--- src/rtl/display_monitor.sv ---
// display_monitor: recovers display timing and a per-frame pixel signature from a disp_* bus.
// Latency: results and lock status appear one cycle after the closing disp_frame.
// Backpressure: none; the monitor observes every cycle and never stalls the source.
module display_monitor #(
  parameter int BPC         = 5,
  parameter int CORDW       = 16,
  parameter int CNTW        = 24,
  parameter int LOCK_FRAMES = 2
) (
  input  logic             clk,
  input  logic             rst,
  input  logic             disp_hsync,
  input  logic             disp_vsync,
  input  logic             disp_de,
  input  logic             disp_frame,
  input  logic [BPC-1:0]   disp_r,
  input  logic [BPC-1:0]   disp_g,
  input  logic [BPC-1:0]   disp_b,
  output logic [CORDW-1:0] hres,
  output logic [CORDW-1:0] vres,
  output logic [CORDW-1:0] htotal,
  output logic [CNTW-1:0]  frame_cycles,
  output logic             hs_pol,
  output logic             vs_pol,
  output logic [31:0]      sig,
  output logic             frame_err,
  output logic             stat_valid,
  output logic             locked
);

  localparam int                LCW      = $clog2(LOCK_FRAMES + 1);
  localparam logic [LCW-1:0]    LOCK_N   = LCW'(LOCK_FRAMES);
  localparam logic [CORDW-1:0]  CORD_MAX = '1;
  localparam logic [CNTW-1:0]   CNT_MAX  = '1;

  typedef enum logic [1:0] {S_IDLE, S_MEASURE, S_LOCKED} state_t;

  state_t           r_state;
  state_t           w_state_nxt;

  // Accumulators for the frame window currently being observed
  logic [CNTW-1:0]  r_fcnt;
  logic             r_prev_de;
  logic [CORDW-1:0] r_nruns;
  logic [CORDW-1:0] r_run_len;
  logic [CORDW-1:0] r_hres_acc;
  logic             r_hres_set;
  logic [CORDW-1:0] r_htot_acc;
  logic [CORDW-1:0] r_since;
  logic             r_err_acc;
  logic [31:0]      r_sig_acc;
  logic             r_hs_acc;
  logic             r_vs_acc;

  // Published results and lock bookkeeping
  logic [CORDW-1:0] r_hres;
  logic [CORDW-1:0] r_vres;
  logic [CORDW-1:0] r_htotal;
  logic [CNTW-1:0]  r_frame_cycles;
  logic             r_hs_pol;
  logic             r_vs_pol;
  logic [31:0]      r_sig;
  logic             r_frame_err;
  logic             r_stat_valid;
  logic             r_locked;
  logic             r_have_prev;
  logic [LCW-1:0]   r_cnt;

  logic [31:0]      w_pix;
  logic             w_rise;
  logic             w_fall;
  logic             w_close;
  logic             w_err_evt;
  logic             w_ivl_use;
  logic [CORDW-1:0] w_fin_hres;
  logic             w_fin_err;
  logic             w_match;
  logic [LCW-1:0]   w_cnt_nxt;

  assign w_pix   = 32'({disp_r, disp_g, disp_b});
  // A DE cycle on the boundary opens a new run in the new window regardless of history
  assign w_rise  = disp_de & (~r_prev_de | disp_frame);
  // Falling edges on the boundary cycle are handled by the close logic instead
  assign w_fall  = r_prev_de & ~disp_de & ~disp_frame;
  assign w_close = disp_frame & (r_state != S_IDLE);

  // In-window error events and the closing-frame view of the accumulators
  always_comb begin
    w_ivl_use  = w_rise & (r_nruns != '0);
    w_err_evt  = (r_fcnt == CNT_MAX)
               | (disp_de & ~w_rise & (r_run_len == CORD_MAX))
               | (w_rise & (r_nruns == CORD_MAX))
               | (w_fall & r_hres_set & (r_run_len != r_hres_acc))
               | (w_ivl_use & (r_since == CORD_MAX))
               | (w_ivl_use & (r_nruns >= CORDW'(2)) & (r_since != r_htot_acc));
    // A run still open at the boundary ends there
    w_fin_hres = (!r_hres_set && r_prev_de) ? r_run_len : r_hres_acc;
    w_fin_err  = r_err_acc | (r_nruns == '0)
               | (r_hres_set & r_prev_de & (r_run_len != r_hres_acc));
    w_match    = r_have_prev & ~w_fin_err
               & (w_fin_hres == r_hres) & (r_nruns == r_vres)
               & (r_htot_acc == r_htotal) & (r_fcnt == r_frame_cycles);
    if (!w_match)           w_cnt_nxt = '0;
    else if (r_cnt == LOCK_N) w_cnt_nxt = r_cnt;
    else                    w_cnt_nxt = r_cnt + 1'b1;
  end

  // Per-cycle accumulation; disp_frame restarts the window including its own cycle
  always_ff @(posedge clk) begin
    if (rst) begin
      r_fcnt     <= '0;
      r_prev_de  <= 1'b0;
      r_nruns    <= '0;
      r_run_len  <= '0;
      r_hres_acc <= '0;
      r_hres_set <= 1'b0;
      r_htot_acc <= '0;
      r_since    <= '0;
      r_err_acc  <= 1'b0;
      r_sig_acc  <= '0;
      r_hs_acc   <= 1'b0;
      r_vs_acc   <= 1'b0;
    end else if (disp_frame) begin
      r_fcnt     <= CNTW'(1);
      r_prev_de  <= disp_de;
      r_nruns    <= disp_de ? CORDW'(1) : '0;
      r_run_len  <= disp_de ? CORDW'(1) : '0;
      r_hres_acc <= '0;
      r_hres_set <= 1'b0;
      r_htot_acc <= '0;
      r_since    <= CORDW'(1);
      r_err_acc  <= disp_de;
      r_sig_acc  <= disp_de ? w_pix : '0;
      r_hs_acc   <= disp_de & ~disp_hsync;
      r_vs_acc   <= disp_de & ~disp_vsync;
    end else begin
      r_prev_de <= disp_de;
      r_err_acc <= r_err_acc | w_err_evt;
      if (r_fcnt != CNT_MAX) r_fcnt <= r_fcnt + 1'b1;
      if (w_rise) begin
        r_since   <= CORDW'(1);
        r_run_len <= CORDW'(1);
        if (r_nruns != CORD_MAX) r_nruns <= r_nruns + 1'b1;
        if (w_ivl_use && r_nruns == CORDW'(1)) r_htot_acc <= r_since;
      end else begin
        if (r_since != CORD_MAX) r_since <= r_since + 1'b1;
        if (disp_de && r_run_len != CORD_MAX) r_run_len <= r_run_len + 1'b1;
      end
      if (w_fall && !r_hres_set) begin
        r_hres_acc <= r_run_len;
        r_hres_set <= 1'b1;
      end
      if (disp_de) begin
        r_sig_acc <= {r_sig_acc[30:0], r_sig_acc[31]} ^ w_pix;
        r_hs_acc  <= ~disp_hsync;
        r_vs_acc  <= ~disp_vsync;
      end
    end
  end

  // Lock FSM state register
  always_ff @(posedge clk) begin
    if (rst) r_state <= S_IDLE;
    else     r_state <= w_state_nxt;
  end

  // Lock FSM next-state: leave IDLE on first frame, lock on enough matches, drop on any miss
  always_comb begin
    w_state_nxt = r_state;
    case (r_state)
      S_IDLE:    if (disp_frame) w_state_nxt = S_MEASURE;
      S_MEASURE: if (disp_frame && w_cnt_nxt == LOCK_N) w_state_nxt = S_LOCKED;
      S_LOCKED:  if (disp_frame && !w_match) w_state_nxt = S_MEASURE;
      default:   w_state_nxt = S_IDLE;
    endcase
  end

  // Publish closed-frame results and lock status with a one-cycle strobe
  always_ff @(posedge clk) begin
    if (rst) begin
      r_hres         <= '0;
      r_vres         <= '0;
      r_htotal       <= '0;
      r_frame_cycles <= '0;
      r_hs_pol       <= 1'b0;
      r_vs_pol       <= 1'b0;
      r_sig          <= '0;
      r_frame_err    <= 1'b0;
      r_stat_valid   <= 1'b0;
      r_locked       <= 1'b0;
      r_have_prev    <= 1'b0;
      r_cnt          <= '0;
    end else begin
      r_stat_valid <= w_close;
      if (w_close) begin
        r_hres         <= w_fin_hres;
        r_vres         <= r_nruns;
        r_htotal       <= r_htot_acc;
        r_frame_cycles <= r_fcnt;
        r_hs_pol       <= r_hs_acc;
        r_vs_pol       <= r_vs_acc;
        r_sig          <= r_sig_acc;
        r_frame_err    <= w_fin_err;
        r_have_prev    <= 1'b1;
        r_cnt          <= w_cnt_nxt;
        r_locked       <= (w_cnt_nxt == LOCK_N);
      end
    end
  end

  assign hres         = r_hres;
  assign vres         = r_vres;
  assign htotal       = r_htotal;
  assign frame_cycles = r_frame_cycles;
  assign hs_pol       = r_hs_pol;
  assign vs_pol       = r_vs_pol;
  assign sig          = r_sig;
  assign frame_err    = r_frame_err;
  assign stat_valid   = r_stat_valid;
  assign locked       = r_locked;

endmodule

--- config.mk ---
export PLATFORM = sky130hd
export DESIGN_NAME = display_monitor
export DESIGN_NICKNAME = d
export VERILOG_FILES = /design/src/rtl/display_monitor.sv
export SDC_FILE = /design/constraint.sdc
export NUM_CORES = 1
export LEC_CHECK = 0
export ABC_AREA = 1
export CORE_MARGIN = 3
export CORE_UTILIZATION = 30
export CTS_CLUSTER_DIAMETER = 50
export DETAILED_ROUTE_END_ITERATION = 10
export SLEW_MARGIN = 20
export SYNTH_ARGS = -nofsm -noshare
export SYNTH_HDL_FRONTEND = slang
export SYNTH_SLANG_ARGS = --single-unit
--- constraint.sdc ---
create_clock -name clk -period 2.1 [get_ports clk]
set_input_delay 0.21 -clock clk [delete_from_list [all_inputs] [get_ports clk]]
set_output_delay 0.21 -clock clk [all_outputs]
set_load 0.01 [all_outputs]
### Word-level counts from Yosys, hierarchy flattened

Cells that the tools add are included.

| operators by class | value |
|---|---|
| add/subtract/negate cells | 5 |
| $lt $le $gt $ge | 1 |
| equality and inequality tests | 22 |
| mux-type cells | 27 |
| bitwise operators | 39 |
| reduce and logical (&&, ||, !) cells | 23 |

Operator list:

| kind | number |
|---|---|
| 2-to-1 mux 16 bit | 7 |
| 2-to-1 mux 32 bit | 2 |
| adder 16 x 1 -> 16 bit (second input constant) | 3 |
| equality test 16 bit | 3 |
| equality test 16 bit (second input constant) | 3 |
| != test 16 bit (second input constant) | 3 |
| != test 16 bit | 2 |
| XOR 32 x 15 -> 32 bit | 1 |
| adder 24 x 1 -> 24 bit (second input constant) | 1 |
| equality test 24 bit | 1 |
| equality test 24 bit (second input constant) | 1 |
| != test 24 bit (second input constant) | 1 |
| bitwise AND 1 bit | 22 |
| equality test 16 x 1 -> 1 bit (second input constant) | 1 |
| >= comparator 16 x 2 -> 1 bit (second input constant) | 1 |
| zero test 16 bit | 1 |
| nonzero test 16 bit | 1 |
| 2-to-1 mux 15 bit | 1 |
| 2-to-1 mux 1 bit | 11 |
| 2-to-1 mux 2 bit | 5 |
| nonzero test 2 bit | 5 |
| OR 1 bit | 9 |
| NOT 1 bit | 7 |
| equality test 2 bit (second input constant) | 3 |
| other kinds (12) | 22 |

| storage, ports and cells | value |
|---|---|
| flip-flop bits (word level) | 255 |
| input port bits | 21 |

### Logic depth before layout (Yosys ltp)

Gate-level depths: netlist of run 1.

| logic depth | value |
|---|---|
| depth in word-level cells | 14 |
| depth in mapped cells | 16 |
| mapped depth without buffers | 16 |

### Least setup slack after synthesis of run 1

No wires, ideal clock.

| path | value |
|---|---|
| path kind | reg-to-reg |
| start point | register r_fcnt[0] |
| end point | register r_fcnt[18] |
| setup time | 115 ps |
| data arrival time | 1754 ps |
| setup slack | 230 ps |
| cell stages (with the launch flop) | 10 |
| buffers on the path | 0 |
| period minus slack after synthesis | 1870 ps |
| path through | dfxtp_1 > ha_1 > nand2_1 > nor3_1 > a21boi_0 > nand2_1 > nor3_1 > a21oi_1 > o21ai_0 > inv_1 |

| on the way | value |
|---|---|
| word-level cells in the longest chain between the ends | 1 |

Ends and longest elaborated chain:

| element | line | text |
|---|---|---|
| start: declaration | 42 | `logic [CNTW-1:0] r_fcnt;` |
| start signal: assignment | 139 | `if (r_fcnt != CNT_MAX) r_fcnt <= r_fcnt + 1'b1;` |
| adder 24 x 1 -> 24 bit / != test 24 bit (equally long branches) | 139 |  |

Several ways; a longest one is shown, not always the timed one.
A chain may end at the register's enable or synchronous reset.

### Worst setup path after layout of run 1

| path | value |
|---|---|
| start point | register r_run_len[15] |
| end point | register r_run_len[9] |

| on the way | value |
|---|---|
| word-level cells in the longest chain between the ends | 3 |

Ends and longest elaborated chain:

| element | line | text |
|---|---|---|
| start: declaration | 45 | `logic [CORDW-1:0] r_run_len;` |
| start signal: assignment | 127 | `r_run_len <= disp_de ? CORDW'(1) : '0;` |
| start signal: assignment | 147 | `if (disp_de && r_run_len != CORD_MAX) r_run_len <= r_run_len + 1'b1;` |
| != test 16 bit | 147 |  |
| logical AND 1 bit | 147 |  |
| nonzero test 3 bit (no source line) | - |  |

No other way between the ends.

==> out/qor.csv, run 1 <==
stage;metric;value;unit
run_status;outcome;completed;
critical_path;reg2reg_from;r_run_len[15];
clocking;numClockSinks;255;
detailed_routing;vias_per_cell;4.80;
clocking;clk_path_buf_depth;3;
synth;yosysMostFrequentCell;nand2_1;
cells_and_area;final_nets;2050;
critical_path;start_kind;flip-flop;
sta;rsz0062_at_grt;true;
critical_path;crit_path_start;r_run_len[15];
power;power.total;13.0;mW
global_routing;grt_pass1_wl;61300;um
power;ir_drop;0.511;mV
power;p_leak;6.72;nW
sta;skew;0.0193;ns
synth;synth-seq-cells;255;
synth;yosys-top-cells-area;dfxtp_1 (42%), nand2_1 (14%), inv_1 (7.7%);
sta;min_period;1.98;ns
floorplan;ios;130;
synth;syn-num-nets;1860;
detailed_routing;wl;37900;um
floorplan;rows;73;
global_routing;gr-usage-all-layers;16.9;%
detailed_routing;vias;12400;
sta;maxSlewViolCount;0;
flow_run;maxCapViolations;0;
global_routing;antenna_found_initial;1;
synth;ys_types;39;
worst_hold_path;min_from;disp_hsync;
placement;dpl-instance-area;0.0147;sq mm
synth;synth_flop_cell;dfxtp_1;
sta;period_share;94.4;%
synth;synthCells;1831;
critical_path;critical_path.endpoint_type;flip-flop;
synth;async_flop_share;0;%
critical_path;cp_data_required_time;2.51;ns
critical_path;critPathArrivalTime;2.40;ns
placement;dp_hpwl;27200;um
synth;yosysSeqAreaShare;41.6;%
sta;tightest_slew;0.476;ns
floorplan;dieHeight;208;um
critical_path;crit_fanout;6;
detailed_routing;ant_nets;0;
floorplan;coreArea;0.0401;sq mm
floorplan;die_w;208;um
floorplan;dieArea;0.0434;sq mm
sta;setup_viol;0;
sta;relSlewSlack;68.3;%
worst_hold_path;hold_class;primary input to flip-flop;
placement;gp_congestion;0.892;
clocking;clkSlewWorstSetupHoldPaths;0.06;ns
detailed_routing;drc;0;
cells_and_area;design_area;0.0162;sq mm
placement;io_buffer_count;129;
global_routing;grt_pass1_vias;11800;
detailed_routing;wl_per_cell;14.7;um
synth;yosys.area.top_type_share;41.6;%
clocking;cts_root_buffer;clkbuf_16;
synth;synth_warnings;0;
sta;hold_viol;0;
sta;worst_slack;0.117;ns
sta;tns;0;ns
cells_and_area;final_util;40.3;%
detailed_routing;drt_iter0_markers;763;
cells_and_area;finalNonFillerCells;2574;
global_routing;grt_max_degree;83;
synth;synth_enable_flop_cells;0;
synth;yosysTopAreaCell;dfxtp_1;
synth;synth_area;0.0123;sq mm
synth;ys_top_cells_by_count;nand2_1 (460), dfxtp_1 (255), inv_1 (252), o21ai_0 (180), nor2_1 (178);
sta;worst_hold_slack;0.259;ns
cells_and_area;antenna_cells;0;
cells_and_area;layout-drive-gt1-share;10.3;%
clocking;clk_latency;0.52;ns
sta;fmax;0.504;GHz
clocking;cts_tree;built;
global_routing;grt-ovfl-total;0;
placement;dp_slack;0.00642;ns
power;p_per_area;805;mW/mm^2
clocking;cts-buffers-inserted;36;
synth;syn_avg_cell_area;6.70;sq um
cells_and_area;syn_to_final_growth;31.8;%
detailed_routing;dr.pass1.iters;6;
clocking;cts_htree_levels;2;
floorplan;initial_core_util;30.6;%
placement;placed_cells_incl_taps;2505;
critical_path;path_class;flip-flop to flip-flop;
-- critical path: stages (launching register included) --
cell and delay, ns:
dfxtp_1 0.42, inv_1 0.13, nor3_1 0.30, nand4_1 0.19, nor2_2 0.19, nor2_2 0.06, nor2_2 0.19, inv_2 0.10
nand2_1 0.09, o21ai_0 0.07, and3_1 0.14
-- cell usage in the layout (no fill, tap or decap), types with 6 or more instances in the layout --
cell             Yosys  layout
nor3_1              27      26
inv_6                0       6
clkdlybuf4s50_1      0     129
nand3_1             82      78
a31oi_1             20      20
buf_4                3      80
ha_1                 8       8
nor2_1             178     165
inv_1              252     251
inv_2                5       6
nand4_1             25      25
xor2_1              27      27
o22ai_1             28      28
nand3b_1            10      10
a211oi_1            12      11
o21ai_0            180     179
nor2_2               7      15
nand2_1            460     457
clkbuf_16            0      37
dfxtp_2              0      13
buf_12               0       9
dfxtp_1            255     240
a21oi_1            143     141
xnor2_1             13      13
-- final cells by class --
cell class	instances	area (sq um)
tap	525	657
sequential	255	5130
fill	4079	23900
clock buffer	46	1000
inverter	259	972
clock inverter	20	270
timing repair buffer	220	2090
multi-input combinational	1249	6050
-- path summary, 6_finish.rpt --
check | end | slack, ns | cells past startpoint
worst min-delay path | r_hs_acc | 0.26 | 2
worst max-delay path | r_run_len[9] | 0.12 | 10
worst min register to register | sig[2] | 0.45 | 2
worst max register to register | r_run_len[9] | 0.12 | 10
-- power by group --
part | leakage (nW) | internal, mW | switching, mW
clock | 0.619 | 4.04 | 2.40
combinational | 4.02 | 0.607 | 0.802
sequential | 2.08 | 5.01 | 0.160
-- registers in the layout (all words and copies together) (netlist names), 2 cells and up --
signal / cells
r_state: 2
r_nruns: 16
frame_cycles: 24
r_cnt: 2
hres: 16
r_run_len: 16
sig: 32
r_since: 16
r_htot_acc: 16
r_hres_acc: 16
r_fcnt: 24
r_sig_acc: 32
vres: 16
htotal: 16
-- what timing repair did --
item | 4_1_cts | 5_1_grt
endpoints found under the setup margin | 0 | 28
hold buffers | 0 | 0
setup buffers | 0 | 3
gates resized for setup | 0 | 52
-- kinds of logic (layout without fill, tap and decap cells) --
logic type	Yosys count	in the layout	synth area share, %
XOR/XNOR	40	40	2.85
AO/OA/AOI/OAI	400	400	17.5
buffers and inverters	327	545	10.2
flip-flops	255	255	41.6
AND/OR/NAND/NOR	801	801	27.0
adder cells (fa/ha/maj)	8	8	0.816
-- routing by layer --
metal	track usage, %	share of wire (%)	up-vias
li1	-	-	6310
met1	22.3	46	5680
met2	27.5	45	307
met4	5.02	2.3	2
met5	0	0.024	-
met3	3.95	6.3	54
Power figures use the tool's default switching activity.
==> inputs of run 2 (changes only) <==
Settings changed: SETUP_SLACK_MARGIN set to 0.1.
==> out/qor.csv, run 2 (synthesis gave the netlist of run 1 again) <==
stage;metric;value;unit;change
sta;setup_viol;0;;unchanged
critical_path;critical_path.endpoint_type;flip-flop;;unchanged
global_routing;gr-usage-all-layers;16.9;%;about the same
cells_and_area;ff_latch_area;0.00514;sq mm;was 0.00513 sq mm
sta;period_share;91.5;%;was 94.4%
global_routing;use_met3;3.95;%;unchanged
placement;dpl-instance-area;0.0147;sq mm;unchanged
clocking;cts_hold_buf;0;;unchanged
critical_path;start_kind;flip-flop;;unchanged
clocking;clk_latency;0.52;ns;about the same
detailed_routing;vias_per_cell;4.78;;was 4.80
power;ir_drop;0.512;mV;was 0.511 mV
critical_path;critPathArrivalTime;2.33;ns;was 2.40 ns
worst_hold_path;hold_class;primary input to flip-flop;;unchanged
cells_and_area;design_area;0.0164;sq mm;was 0.0162 sq mm
placement;io_buffer_count;129;;unchanged
detailed_routing;wl;38200;um;was 37,900 um
sta;min_period;1.92;ns;was 1.98 ns
cells_and_area;layout-drive-gt1-share;12.5;%;was 10.3%
cells_and_area;fill_cells;4066;;was 4,079
detailed_routing;vias;12300;;was 12,400
placement;dp_hpwl;27200;um;unchanged
global_routing;grt_pass1_wl;61400;um;was 61,300 um
floorplan;die_w;208;um;unchanged
critical_path;path_class;flip-flop to flip-flop;;unchanged
clocking;clk_path_buf_depth;3;;unchanged
clocking;cts_root_buffer;clkbuf_16;;unchanged
global_routing;grt_pass1_vias;11800;;about the same
detailed_routing;drc;0;;unchanged
detailed_routing;wl_per_cell;14.8;um;was 14.7 um
clocking;clkSlewWorstSetupHoldPaths;0.06;ns;about the same
run_status;outcome;completed;;unchanged
cells_and_area;syn_to_final_growth;33.3;%;was 31.8%
global_routing;grt-ovfl-total;0;;unchanged
power;p_per_area;798;mW/mm^2;was 805 mW/mm^2
cells_and_area;mostFrequentLayoutCell;nand2_1;;unchanged
floorplan;dieHeight;208;um;unchanged
critical_path;cp_data_required_time;2.51;ns;about the same
sta;maxSlewViolCount;0;;unchanged
clocking;cts-buffers-inserted;36;;unchanged
critical_path;crit_fanout;6;;unchanged
clocking;cts_htree_levels;2;;unchanged
global_routing;antenna_found_initial;1;;unchanged
flow_run;maxCapViolations;0;;unchanged
sta;tightest_slew;0.479;ns;was 0.476 ns
global_routing;grt_max_degree;83;;unchanged
detailed_routing;dr.pass1.iters;6;;unchanged
global_routing;met1_usage;22.3;%;about the same
cells_and_area;multi_input_area;0.00614;sq mm;was 0.00605 sq mm
global_routing;busiest_layer;met2;;unchanged
floorplan;rows;73;;unchanged
detailed_routing;ant_nets;0;;unchanged
sta;rsz0062_at_grt;true;;unchanged
floorplan;initial_core_util;30.6;%;unchanged
clocking;numClockSinks;255;;unchanged
critical_path;rrSetupSlack;0.18;ns;was 0.12 ns
sta;fmax;0.520;GHz;was 0.504 GHz
floorplan;ios;130;;unchanged
placement;gp_congestion;0.892;;unchanged
floorplan;dieArea;0.0434;sq mm;unchanged
power;power.total;13.0;mW;about the same
floorplan;coreArea;0.0401;sq mm;unchanged
global_routing;grt_util_met2;27.5;%;about the same
sta;skew;0.0192;ns;was 0.0193 ns
cells_and_area;mostFrequentLayoutCells;nand2_1 (450), inv_1 (247), dfxtp_1 (231);;was nand2_1 (457), inv_1 (251), dfxtp_1 (240)
sta;hold_viol;0;;unchanged
clocking;cts_tree;built;;unchanged
cells_and_area;antenna_cells;0;;unchanged
power;p_leak;6.79;nW;was 6.72 nW
detailed_routing;drt_iter0_markers;799;;was 763
cells_and_area;final_nets;2059;;was 2,050
sta;relSlewSlack;68.1;%;was 68.3%
## run 2: area by class of cell
class | instances | share of cell area (%)
clock inverter | 20 | 1.65
multi-input combinational | 1249 | 37.6
sequential | 255 | 31.4
clock buffer | 46 | 6.11
tap | 525 | 4.02
timing repair buffer | 228 | 13.2
inverter | 259 | 5.98
timing repair inverter | 1 | 0.0306
## run 2: layer usage
metal / vias to the layer above / routed length (um)
li1: 6334 / -
met1: 5668 / 17600
met2: 287 / 17400
met3: 56 / 2280
met4: 2 / 888
met5: - / 9
## run 2: worst max-delay path, cell delays in order (launching register included)
cell and delay (ns):
dfxtp_2 0.35, inv_1 0.07, buf_4 0.13, nand4_1 0.16
nor2_2 0.28, nand2_1 0.15, nand2_1 0.13, inv_1 0.05
nand2_1 0.06, nor2_1 0.04, nand2_1 0.07, nor2_2 0.05
buf_4 0.12, o21a_1 0.15
## run 2: metrics by stage
stage | hold slack [ns] | util (%) | setup TNS (ns) | setup slack, ns | instances
6_report | 0.259 | 40.8 | 0 | 0.178 | 2583
5_1_grt | 0.288 | 40.8 | -0.00300 | -0.00300 | 2583
4_1_cts | 0.239 | 39.9 | 0 | 0.107 | 2572
3_5_place_dp | 0.448 | 36.7 | 0 | 0.00642 | 2505
3_3_place_gp | 0.445 | 36.7 | 0 | 0.0591 | 2505
2_1_floorplan | 0.294 | - | 0 | 0.230 | 1831
## run 2: power by group
group	leakage (nW)	internal, mW	switching (mW)	total [mW]
Clock	0.619	4.04	2.40	6.44
Sequential	2.09	5.01	0.161	5.18
Combinational	4.08	0.617	0.812	1.43
Total	6.79	9.67	3.38	13.0
## run 2: final timing paths
| path | startpoint | end | cells after the start |
|---|---|---|---|
| max | r_nruns[10] | r_cnt[1] | 13 |
| min | disp_hsync | r_hs_acc | 2 |
| max reg2reg | r_nruns[10] | r_cnt[1] | 13 |
| min reg2reg | r_sig_acc[2] | sig[2] | 2 |
## run 2: timing repair
item,4_1_cts,5_1_grt
hold endpoints to repair,0,0
endpoints found under the setup margin,5,47
pin swaps,1,21
gates cloned,0,1
setup buffers,1,10
resized for setup,5,95
==> inputs of run 3 (changes only) <==
==> constraint.sdc (replaced) <==
create_clock -name clk -period 2.1 [get_ports clk]
set_input_delay 0.21 -clock clk [delete_from_list [all_inputs] [get_ports clk]]
set_output_delay 0.21 -clock clk [all_outputs]
set_load 0.1 [all_outputs]
==> out/qor.csv, run 3 (synthesis gave the netlist of run 1 again) <==
stage;metric;value;unit;change
placement;dp_hpwl;27800;um;was 27,200 um
worst_hold_path;hold_class;primary input to flip-flop;;unchanged
critical_path;cp_data_required_time;2.54;ns;was 2.51 ns
sta;tightest_slew;0.454;ns;was 0.479 ns
placement;dp_slack;0.0230;ns;was 0.00642 ns
global_routing;grt_max_degree;54;;was 83
sta;fmax;0.522;GHz;was 0.520 GHz
detailed_routing;wl_per_cell;14.8;um;about the same
cells_and_area;multi_input_area;0.00622;sq mm;was 0.00614 sq mm
sta;min_period;1.91;ns;was 1.92 ns
cells_and_area;final_util;40.1;%;was 40.8%
sta;period_share;91.2;%;was 91.5%
floorplan;initial_core_util;30.6;%;unchanged
clocking;cts_root_buffer;clkbuf_16;;unchanged
detailed_routing;drc;0;;unchanged
sta;tns;0;ns;unchanged
placement;placed_cells_incl_taps;2505;;unchanged
cells_and_area;finalNonFillerCells;2577;;was 2,583
critical_path;rrSetupSlack;0.19;ns;was 0.18 ns
critical_path;r2r_end;r_state[1];;was r_cnt[1]
clocking;numClockSinks;255;;unchanged
critical_path;r2r_cells;17;;was 13
critical_path;critPathArrivalTime;2.35;ns;was 2.33 ns
power;p_leak;6.93;nW;was 6.79 nW
floorplan;die_w;208;um;unchanged
sta;skew;0.0173;ns;was 0.0192 ns
detailed_routing;vias;12300;;about the same
cells_and_area;mostFrequentLayoutCell;nand2_1;;unchanged
critical_path;crit_path_start;r_hres_set;;was r_nruns[10]
cells_and_area;layout-drive-gt1-share;21.6;%;was 12.5%
detailed_routing;wl;38100;um;was 38,200 um
detailed_routing;ant_nets;0;;unchanged
power;p_per_area;809;mW/mm^2;was 798 mW/mm^2
detailed_routing;vias_per_cell;4.78;;about the same
cells_and_area;mostFrequentLayoutCells;nand2_1 (440), inv_1 (246), buf_4 (190);;was nand2_1 (450), inv_1 (247), dfxtp_1 (231)
floorplan;dieArea;0.0434;sq mm;unchanged
global_routing;antenna_found_initial;1;;unchanged
cells_and_area;fill_cells;4122;;was 4,066
sta;hold_viol;0;;unchanged
detailed_routing;drt_iter0_markers;799;;unchanged
flow_run;maxCapViolations;0;;unchanged
run_status;outcome;completed;;unchanged
global_routing;grt-ovfl-total;0;;unchanged
sta;setup_viol;0;;unchanged
clocking;cts-buffers-inserted;35;;was 36
placement;io_buffer_count;129;;unchanged
critical_path;critical_path.endpoint_type;flip-flop;;unchanged
sta;maxSlewViolCount;0;;unchanged
clocking;clk_latency;0.52;ns;about the same
floorplan;ios;130;;unchanged
sta;rsz0062_at_grt;true;;unchanged
critical_path;path_class;flip-flop to flip-flop;;unchanged
placement;gp_congestion;0.883;;was 0.892
floorplan;coreArea;0.0401;sq mm;unchanged
power;ir_drop;0.544;mV;was 0.512 mV
critical_path;crit_fanout;8;;was 6
global_routing;grt_pass1_vias;11500;;was 11,800
clocking;cts_htree_levels;2;;unchanged
clocking;clk_path_buf_depth;3;;unchanged
floorplan;dieHeight;208;um;unchanged
cells_and_area;ff_latch_area;0.00524;sq mm;was 0.00514 sq mm
floorplan;rows;73;;unchanged
cells_and_area;syn_to_final_growth;31.1;%;was 33.3%
clocking;cts_tree;built;;unchanged
sta;worst_slack;0.186;ns;was 0.178 ns
clocking;cts_hold_buf;0;;unchanged
clocking;clkSlewWorstSetupHoldPaths;0.06;ns;about the same
global_routing;gr-usage-all-layers;16.8;%;was 16.9%
critical_path;reg2reg_from;r_hres_set;;was r_nruns[10]
cells_and_area;final_nets;2056;;was 2,059
sta;relSlewSlack;69.7;%;was 68.1%
critical_path;cp-endpoint;r_state[1];;was r_cnt[1]
cells_and_area;antenna_cells;0;;unchanged
critical_path;start_kind;flip-flop;;unchanged
global_routing;grt_pass1_wl;60300;um;was 61,400 um
detailed_routing;dr.pass1.iters;6;;unchanged
placement;dpl-instance-area;0.0146;sq mm;was 0.0147 sq mm
cells_and_area;design_area;0.0161;sq mm;was 0.0164 sq mm
==> run 3: cell count changes in the layout (fill, tap and decap cells not counted), sizes merged <==
cell / previous run / this run
clkdlybuf4s50: 129 / 20
clkinv: 7 / 6
bufinv: 5 / 1
buf: 99 / 207
==> run 3: final cells by class <==
| class | instances | area share (%) |
|---|---|---|
| Inverter | 259 | 6.09 |
| Sequential cell | 255 | 32.5 |
| Clock inverter | 16 | 0.879 |
| Multi-Input combinational cell | 1249 | 38.7 |
| Tap cell | 525 | 4.08 |
| Timing Repair Buffer | 227 | 11.9 |
| Clock buffer | 46 | 5.82 |
==> run 3: worst max-delay path: stages (launching register included) <==
cell     delay (ns)
dfxtp_4        0.37
inv_8          0.08
nand2_8        0.08
buf_8          0.16
buf_6          0.12
nand2_4        0.05
nand2_2        0.05
nand2_1        0.06
nand2_1        0.06
nor2_1         0.08
nand2_1        0.08
inv_1          0.06
nand2_1        0.04
nor2_1         0.08
nand2_1        0.09
nor2_4         0.14
nand4_1        0.10
a21oi_1        0.15
==> run 3: timing repair <==
action / 4_1_cts / 5_1_grt
setup endpoints to repair: 7 / 52
setup buffers: 1 / 9
resized for setup: 8 / 131
pin swaps: 1 / 27
gates cloned: 0 / 0
==> run 3: per-layer routing <==
| layer | routed length, um | track usage [%] |
|---|---|---|
| met4 | 766 | 4.53 |
| met2 | 17400 | 27.4 |
| met1 | 17500 | 22.6 |
| met3 | 2400 | 3.44 |
| met5 | 13 | 0 |
==> run 3: power by group <==
part / internal (mW) / total [mW] / switching [mW] / leakage, nW
sequential: 5.03 / 5.19 / 0.161 / 2.12
clock: 3.31 / 5.59 / 2.28 / 0.518
combinational: 0.583 / 2.25 / 1.66 / 4.30
total: 8.92 / 13.0 / 4.10 / 6.93
==> run 3: how the worst min path moves through the flow <==
stage	startpoint	end	slack, ns	depth (start not counted)
2_1_floorplan	rst	r_prev_de	0.29	1
4_1_cts	disp_vsync	r_vs_acc	0.23	2
5_1_grt	disp_vsync	r_vs_acc	0.28	2
6_report	disp_vsync	r_vs_acc	0.25	2
3_5_place_dp	r_sig_acc[10]	sig[10]	0.46	2
3_3_place_gp	r_sig_acc[10]	sig[10]	0.46	2
==> run 3: stage by stage <==
stage	total power, mW	hold WS, ns
floorplan	6.84	0.294
global placement	7.46	0.458
detailed placement	7.48	0.464
CTS	13.1	0.229
global route	13.5	0.276
finish	13.0	0.246
